==> src/rtl/sobol_sched_pkg.sv <==
// Shared types and default sizing for the Sobol stream scheduler.
// Imported by the arbiter and the scheduler top.
package sobol_sched_pkg;

    localparam int DEF_INWD = 8;
    localparam int DEF_NREQ = 4;

    typedef enum logic [1:0] {
        IDLE,
        LOAD,
        RUN,
        DONE
    } state_e;

endpackage

==> src/rtl/rr_arbiter.sv <==
// Combinational round-robin pick: first asserted request at or after the
// pointer, searching upward with wrap.
module rr_arbiter #(
    parameter int NREQ = 4,
    parameter int IDW  = $clog2(NREQ)
) (
    input  logic [NREQ-1:0] req_i,
    input  logic [IDW-1:0]  rr_ptr_i,
    output logic [NREQ-1:0] win_oh_o,
    output logic [IDW-1:0]  win_idx_o,
    output logic            win_vld_o
);

    always_comb begin
        logic           found;
        logic [IDW-1:0] cand;
        // NOTE: every output gets a default before the search loop, so no path leaves
        // a signal unassigned and no latch is inferred.
        found     = 1'b0;
        cand      = '0;
        win_oh_o  = '0;
        win_idx_o = '0;
        win_vld_o = 1'b0;
        for (int k = 0; k < NREQ; k++) begin
            cand = IDW'((int'(rr_ptr_i) + k) % NREQ);
            if (!found && req_i[cand]) begin
                found           = 1'b1;
                win_idx_o       = cand;
                win_oh_o[cand]  = 1'b1;
                win_vld_o       = 1'b1;
            end
        end
    end

endmodule

==> src/rtl/sobol_stream_sched.sv <==
// Shares one Sobol RNG dimension among NREQ requesters. Each grant produces
// a 2^INWD-bit unary stream whose ones count equals the latched value.
module sobol_stream_sched
    import sobol_sched_pkg::*;
#(
    parameter int INWD = DEF_INWD,
    parameter int NREQ = DEF_NREQ,
    parameter int IDW  = $clog2(NREQ)
) (
    input  logic                      clk,
    input  logic                      rst,
    input  logic [NREQ-1:0]           req,
    input  logic [NREQ-1:0][INWD-1:0] reqVal,
    output logic [NREQ-1:0]           grant,
    output logic                      rngEn,
    input  logic [INWD-1:0]           sobolIn,
    output logic                      bitOut,
    output logic                      bitValid,
    input  logic                      bitReady,
    output logic [IDW-1:0]            ownerId,
    output logic                      done,
    output logic [INWD:0]             onesCnt,
    output logic                      busy
);

    localparam logic [INWD-1:0] LEN_LAST = '1;
    localparam logic [IDW-1:0]  IDX_LAST = IDW'(NREQ - 1);

    state_e          state_q, state_d;
    logic [IDW-1:0]  rr_ptr_q, rr_ptr_d;
    logic [IDW-1:0]  win_q, win_d;
    logic [IDW-1:0]  owner_q, owner_d;
    logic [INWD-1:0] val_q, val_d;
    logic [INWD-1:0] len_q, len_d;
    logic [INWD:0]   ones_q, ones_d;

    logic [NREQ-1:0] arb_oh;
    logic [IDW-1:0]  arb_idx;
    logic            arb_vld;

    rr_arbiter #(
        .NREQ (NREQ),
        .IDW  (IDW)
    ) u_arb (
        .req_i     (req),
        .rr_ptr_i  (rr_ptr_q),
        .win_oh_o  (arb_oh),
        .win_idx_o (arb_idx),
        .win_vld_o (arb_vld)
    );

    always_comb begin
        state_d  = state_q;
        rr_ptr_d = rr_ptr_q;
        win_d    = win_q;
        owner_d  = owner_q;
        val_d    = val_q;
        len_d    = len_q;
        ones_d   = ones_q;
        grant    = '0;
        rngEn    = 1'b0;
        bitOut   = 1'b0;
        bitValid = 1'b0;
        done     = 1'b0;
        unique case (state_q)
            IDLE: begin
                // Winner is frozen here so a request dropped before LOAD cannot change it.
                if (arb_vld) begin
                    win_d   = arb_idx;
                    state_d = LOAD;
                end
            end
            LOAD: begin
                grant[win_q] = 1'b1;
                val_d        = reqVal[win_q];
                owner_d      = win_q;
                len_d        = '0;
                ones_d       = '0;
                rr_ptr_d     = (win_q == IDX_LAST) ? '0 : win_q + IDW'(1);
                state_d      = RUN;
            end
            RUN: begin
                bitValid = 1'b1;
                bitOut   = (sobolIn < val_q);
                // The RNG only advances on accepted bits, keeping every stream period-aligned.
                rngEn    = bitReady;
                if (bitReady) begin
                    len_d  = len_q + INWD'(1);
                    ones_d = ones_q + {{INWD{1'b0}}, bitOut};
                    if (len_q == LEN_LAST) begin
                        state_d = DONE;
                    end
                end
            end
            DONE: begin
                done    = 1'b1;
                state_d = IDLE;
            end
            default: state_d = IDLE;
        endcase
    end

    // NOTE: state registers use non-blocking assignments so all of them update
    // together from values sampled at the same edge.
    always_ff @(posedge clk or posedge rst) begin
        if (rst) begin
            state_q  <= IDLE;
            rr_ptr_q <= '0;
            win_q    <= '0;
            owner_q  <= '0;
            val_q    <= '0;
            len_q    <= '0;
            ones_q   <= '0;
        end else begin
            state_q  <= state_d;
            rr_ptr_q <= rr_ptr_d;
            win_q    <= win_d;
            owner_q  <= owner_d;
            val_q    <= val_d;
            len_q    <= len_d;
            ones_q   <= ones_d;
        end
    end

    assign ownerId = owner_q;
    assign onesCnt = ones_q;
    assign busy    = (state_q != IDLE);

endmodule

==> config.mk <==
export PLATFORM = sky130hd
export DESIGN_NAME = sobol_stream_sched
export DESIGN_NICKNAME = d
export VERILOG_FILES = /design/src/rtl/sobol_sched_pkg.sv /design/src/rtl/rr_arbiter.sv /design/src/rtl/sobol_stream_sched.sv
export SDC_FILE = /design/constraint.sdc
export NUM_CORES = 1
export LEC_CHECK = 0
export BUFFER_PORTS_ARGS = -buffer_cell sky130_fd_sc_hd__buf_2
export CAP_MARGIN = 10
export CORE_ASPECT_RATIO = 2
export CORE_UTILIZATION = 39
export DETAILED_ROUTE_END_ITERATION = 6
export GPL_ROUTABILITY_DRIVEN = 0
export HOLD_SLACK_MARGIN = 0.06
export PLACE_DENSITY = 0.65
export SYNTH_ARGS = -nofsm -noshare
export SYNTH_HDL_FRONTEND = slang
export SYNTH_SLANG_ARGS = --single-unit
==> constraint.sdc <==
create_clock -name clk -period 4.4 [get_ports clk]
set_input_delay 0.44 -clock clk [delete_from_list [all_inputs] [get_ports clk]]
set_output_delay 0.44 -clock clk [all_outputs]
set_load 0.03 [all_outputs]
==> out/metrics.yaml, run 1 <==
status: "finished clean"
ys_types: 40
slew_headroom_pct: 41.86
cp_num_buf_inv: 2
setup_slack_ns: 1.967
cts_setup_buffers: 0
critPathKind: "flip-flop to output port"
dp_worst_setup_slack_ns: 1.774
layout_commonest_cell: "buf_2"
synth_cells: 200
final_cell_mix: "buf_2, dfrtp_1, nand2_1, ha_1, inv_1"
startpoint_type: "flip-flop"
fin_area_mm2: 0.002510
yosysSeqAreaShare_pct: 40.77
syn_to_final_growth_pct: 23.90
maxCapViolations: 0
power_mw: 1.428
finalHoldViolCount: 0
cp_top_family: "compound AO/OA/AOI/OAI gates"
max_slew.worst_pin.slew_ns: 0.8722
yosysWarnings: 0
initial_core_util_pct: 41.26
cts_max_level: 2
finalCritPeriodShare_pct: 55.29
die_w_um: 52.96
dr.first_iter.drc_count: 14
synth_top_area_share_pct: 40.77
rsz0062_at_grt: "false"
antenna_left: 0
post_cts_resized: 0
ys_ff_latch: 33
layout-drive-gt1-share_pct: 34.20
period_minus_slack_ns: 2.433
antenna_found_initial: 0
skew_ns: 0.007576
cpPeakStageDelay_ns: 0.38
postCtsHoldBufs: 0
critPathArrivalTime_ns: 1.99
endpoint_kind: "output port"
clock-sinks: 33
critPathMaxFanout: 2
dieArea_mm2: 0.005504
setup_viol: 0
crit_chain: "inv_1 -> ha_1 -> a2111o_1 -> a221oi_2 -> and2_1 -> buf_2"
pin_count: 67
row_count: 36
antenna_cells: 0
netlist_area_mm2: 0.002026
fp.dieH_um: 103.9
yosys.area.top_type: "dfrtp_1"
drv_slew: 0
cts_root_buf: "clkbuf_8"
routed_wl_um: 4436
dr_total_vias: 1747
setup_tns_ns: 0
grt_usage_pct: 18.98
clock_path_buffers: 2
io_buffer_count: 66
hold_class: "primary input to asynchronous set/reset pin"
grt-ovfl-total: 0
clk_pin_slew_ns: 0.07
route.detailed.drc: 0
cts_buffers: 5
drt-vias-per-instance: 5.359
synth_nets: 265
clk_latency_ns: 0.28
dpl_cell_area_mm2: 0.002409
async_flop_share_pct: 100.0
synth_area_leaders: "dfrtp_1, ha_1, mux4_2, nand2_1, o21ai_0"
grt_pass1_wl_um: 7810
slowest_stage: "a2111o_1"
fmax_mhz: 411.0
core_mm2: 0.004910
hold_ws_ns: 0.2417
synth_edf_count: 0
power.density_mw_per_mm2: 569.0
worstPathRequired_ns: 3.96
routedWlPerCell_um: 13.61
ir_drop_uv: 397.1
nets: 333
dpl.hpwl_um: 3515
p_leak_nw: 1.285
first_global_vias: 1826
grt_max_degree: 34
ys.flop_type: "dfrtp_1"
drt_first_pass_iters: 4
cts_tree: "done"
avgSynthCellArea_um2: 10.13
flip-flops by register name, indices dropped and copies added, names as in the netlist:
signal / flops
onesCnt: 9
len_q: 8
ownerId: 2
rr_ptr_q: 2
val_q: 8
win_q: 2
state_q: 2
cells in the mapped netlist, types with 3 or more instances:
cell type / n
a21oi_1: 4
a22o_1: 5
and2_1: 5
buf_2: 3
dfrtp_1: 33
ha_1: 18
inv_1: 17
mux2_2: 5
mux2i_1: 3
mux4_2: 8
nand2_1: 23
nand2b_1: 3
nand3_1: 6
nand4_1: 4
nor2_1: 12
nor3_1: 4
o21ai_0: 16
report_power, final:
group	leakage, nW	internal (mW)	switching [mW]
Clock	0.0542	0.141	0.107
Combinational	0.803	0.296	0.380
Sequential	0.427	0.398	0.105
Total	1.28	0.836	0.592
area by class of cell:
class	instances	area [µm²]
tap	57	71.32
clock inverter	1	5.005
inverter	18	67.56
timing repair buffer	67	337.8
multi-input combinational	143	1106
clock buffer	7	96.34
fill	491	2400
sequential	33	825.8
path summary, 6_finish.rpt:
check	from	to	slack [ns]	cells past startpoint
max reg2reg	val_q[1]	onesCnt[8]	1.99	10
min	rst	len_q[7]	0.24	3
min reg2reg	onesCnt[8]	onesCnt[8]	0.49	1
max	val_q[1]	bitOut	1.97	6
max in group asynchronous	rst	onesCnt[0]	3.85	3
min in group clk	onesCnt[8]	onesCnt[8]	0.49	1
metrics by stage:
stage               util (%)  std cells
CTS                    51.12        326
floorplan                  -        200
finish                 51.12        326
detailed placement     49.06        318
global placement       49.06        318
global route           51.12        326
cells by family after synthesis:
kind of cell	Yosys count	share of synthesized area, %
simple gates	65	15.38
compound gates	41	13.65
flops	33	40.77
buf+inv	24	4.632
fa+ha+maj	18	11.12
mux	16	13.16
xor+xnor	3	1.297
worst reg2reg max path, stage by stage, from the launching register on:
cell and delay (ns):
dfrtp_1 0.36, inv_1 0.06, ha_1 0.22, a2111o_1 0.39
a221oi_2 0.31, ha_1 0.23, ha_1 0.19, and4_1 0.24
nand4_1 0.12, nand3_1 0.10, o21ai_0 0.08
metal layers:
| layer | vias up | GRT usage [%] | share of wire (%) |
|---|---|---|---|
| met4 | 0 | 8.459 | 1.6 |
| met3 | 6 | 4.094 | 4.9 |
| li1 | 854 | - | - |
| met2 | 52 | 33.91 | 57 |
| met5 | - | 0 | 0 |
| met1 | 835 | 19.92 | 37 |
Power figures use the tool's default switching activity.
==> inputs of run 2 (changes only) <==
==> constraint.sdc (replaced) <==
create_clock -name clk -period 2.39 [get_ports clk]
set_input_delay 0.239 -clock clk [delete_from_list [all_inputs] [get_ports clk]]
set_output_delay 0.239 -clock clk [all_outputs]
set_load 0.03 [all_outputs]
==> run 2 against run 1 <==
The run now ends with setup timing left. Flip-flop and latch count unchanged. Register-to-register slack worse by 2.0 ns. Combinational power up 95%.
==> out/metrics.yaml, run 2 (synthesis gave the netlist of run 1 again) <==
dr.first_iter.drc_count: 26  # was 14
nets: 339  # was 333
clk_pin_slew_ns: 0.07  # about the same
critPathMaxFanout: 3  # was 2
fmax_mhz: 408.5
critPathKind: "flip-flop to flip-flop"  # was flip-flop to output port
rr_startpoint: "val_q[1]"  # unchanged
antenna_left: 0  # unchanged
dpl_cell_area_mm2: 0.002431  # was 0.002409 mm²
grt_usage_pct: 19.69  # was 18.98%
dpl.hpwl_um: 3672  # was 3515 µm
io_buffer_count: 66  # unchanged
layout_commonest_cell: "buf_2"  # unchanged
crit_path_end: "onesCnt[4]"  # was bitOut
antenna_cells: 0  # unchanged
skew_ns: 0.003035  # was 0.007576 ns
row_count: 36  # unchanged
rsz0062_at_grt: "true"  # was false
crit_start: "val_q[1]"  # unchanged
finalCritPeriodShare_pct: 102.4
reg2reg_depth: 10  # unchanged
p_leak_nw: 1.314  # was 1.285 nW
setup_slack_ns: -0.05815  # was 1.967 ns
hold_ws_ns: 0.2859  # was 0.2417 ns
hold_class: "primary input to flip-flop"  # was primary input to asynchronous set/reset pin
syn_to_final_growth_pct: 27.98  # was 23.90%
clk_latency_ns: 0.28  # about the same
period_minus_slack_ns: 2.448
die_w_um: 52.96  # unchanged
max_slew.worst_pin.slew_ns: 0.6411  # was 0.8722 ns
multiInputGateArea_mm2: 0.001141  # was 0.001106 mm²
clock-sinks: 33  # unchanged
cts_tree: "done"  # unchanged
layout-drive-gt1-share_pct: 37.45  # was 34.20%
dieArea_mm2: 0.005504  # unchanged
routedWlPerCell_um: 14.40  # was 13.61 µm
fp.dieH_um: 103.9  # unchanged
status: "finished with violations"  # was finished clean
nFillCells: 470  # was 491
first_global_vias: 1759  # was 1826
cts_max_level: 2  # unchanged
drv_slew: 0  # unchanged
drt_first_pass_iters: 4  # unchanged
endpoint_kind: "flip-flop"  # was output port
violations: "setup timing"
dr_total_vias: 1783  # was 1747
core_mm2: 0.004910  # unchanged
cts_buffers: 5  # unchanged
pin_count: 67  # unchanged
routed_wl_um: 4782  # was 4436 µm
finalHoldViolCount: 0  # unchanged
r2r-end: "onesCnt[4]"  # was onesCnt[8]
initial_core_util_pct: 41.26  # unchanged
final_cell_mix: "buf_2, dfrtp_1, nand2_1, inv_1, ha_1"  # was buf_2, dfrtp_1, nand2_1, ha_1, inv_1
critPathArrivalTime_ns: 2.61  # was 1.99 ns
rrSetupSlack_ns: -0.06  # was 1.99 ns
slew_headroom_pct: 57.26  # was 41.86%
clock_path_buffers: 2  # unchanged
route.detailed.drc: 0  # unchanged
worstPathRequired_ns: 2.56  # was 3.96 ns
drt-vias-per-instance: 5.370  # was 5.359
ir_drop_uv: 587.7  # was 397.1 µV
maxCapViolations: 0  # unchanged
fin_area_mm2: 0.002592  # was 0.002510 mm²
cts_root_buf: "clkbuf_8"  # unchanged
final_cells: 332  # was 326
grt_max_degree: 34  # unchanged
dp_cells: 321  # was 318
grt_pass1_wl_um: 8045  # was 7810 µm
grt-ovfl-total: 0  # unchanged
layout.area.seq_um2: 825.8  # unchanged
setup_viol: 3  # was 0
antenna_found_initial: 0  # unchanged
power.density_mw_per_mm2: 1049  # was 569.0 mW/mm²
startpoint_type: "flip-flop"  # unchanged
largest_reg_flops: 9  # unchanged
run 2: worst min-delay path by stage:
stage / cells after the start / from / slack, ns / endpoint
floorplan: 1 / rst / 0.37 / len_q[0]
global placement: 3 / rst / 0.36 / ownerId[1]
detailed placement: 3 / rst / 0.36 / state_q[1]
CTS: 4 / req[0] / 0.28 / win_q[1]
global route: 4 / req[0] / 0.30 / win_q[1]
finish: 4 / req[0] / 0.29 / win_q[1]
run 2: report_power, final:
group	internal [mW]	switching (mW)	total, mW
clock	0.260	0.207	0.467
combinational	0.588	0.729	1.32
sequential	0.733	0.202	0.935
total	1.58	1.14	2.72
run 2: critical path: stages (launching register included):
cell and delay, ns:
dfrtp_1 0.37, inv_2 0.07, ha_4 0.19, a2111o_1 0.42, a221oi_2 0.36, ha_2 0.27
ha_4 0.13, and4_4 0.23, buf_4 0.11, nand2_2 0.05, mux2i_1 0.12
run 2: layout make-up:
cell class	instances	area share, %
multi-input cells	143	44.02
flip-flops and latches	33	31.85
well taps	57	2.751
clock inverters	1	0.1930
repair buffers	73	14.86
inverters	18	2.606
clock buffers	7	3.716
run 2: through the flow:
stage               power [mW]   TNS (ns)  worst slack [ns]  util [%]
finish                   2.719    -0.1089          -0.05815     52.80
global route             2.946    -0.6156           -0.1856     52.80
CTS                      2.713   -0.01575          -0.01575     51.78
detailed placement       2.235  -0.005795         -0.005795     49.52
global placement         2.201          0            0.1027     49.52
floorplan                1.874          0            0.1698         -
run 2: what timing repair did:
item | 4_1_cts | 5_1_grt
setup buffers | 0 | 2
hold buffers | 1 | 0
gates resized for setup | 0 | 10
endpoints found under the hold margin | 33 | 0
pin swaps | 0 | 5
setup endpoints to repair | 1 | 5
gates cloned | 0 | 0
run 2: per-layer routing:
layer | routed length (µm) | global-route usage [%] | share of wire [%]
met5 | 0 | 0 | 0
met4 | 53 | 6.955 | 1.1
met3 | 229 | 4.678 | 4.8
met1 | 1745 | 21.01 | 36
met2 | 2754 | 35.44 | 58
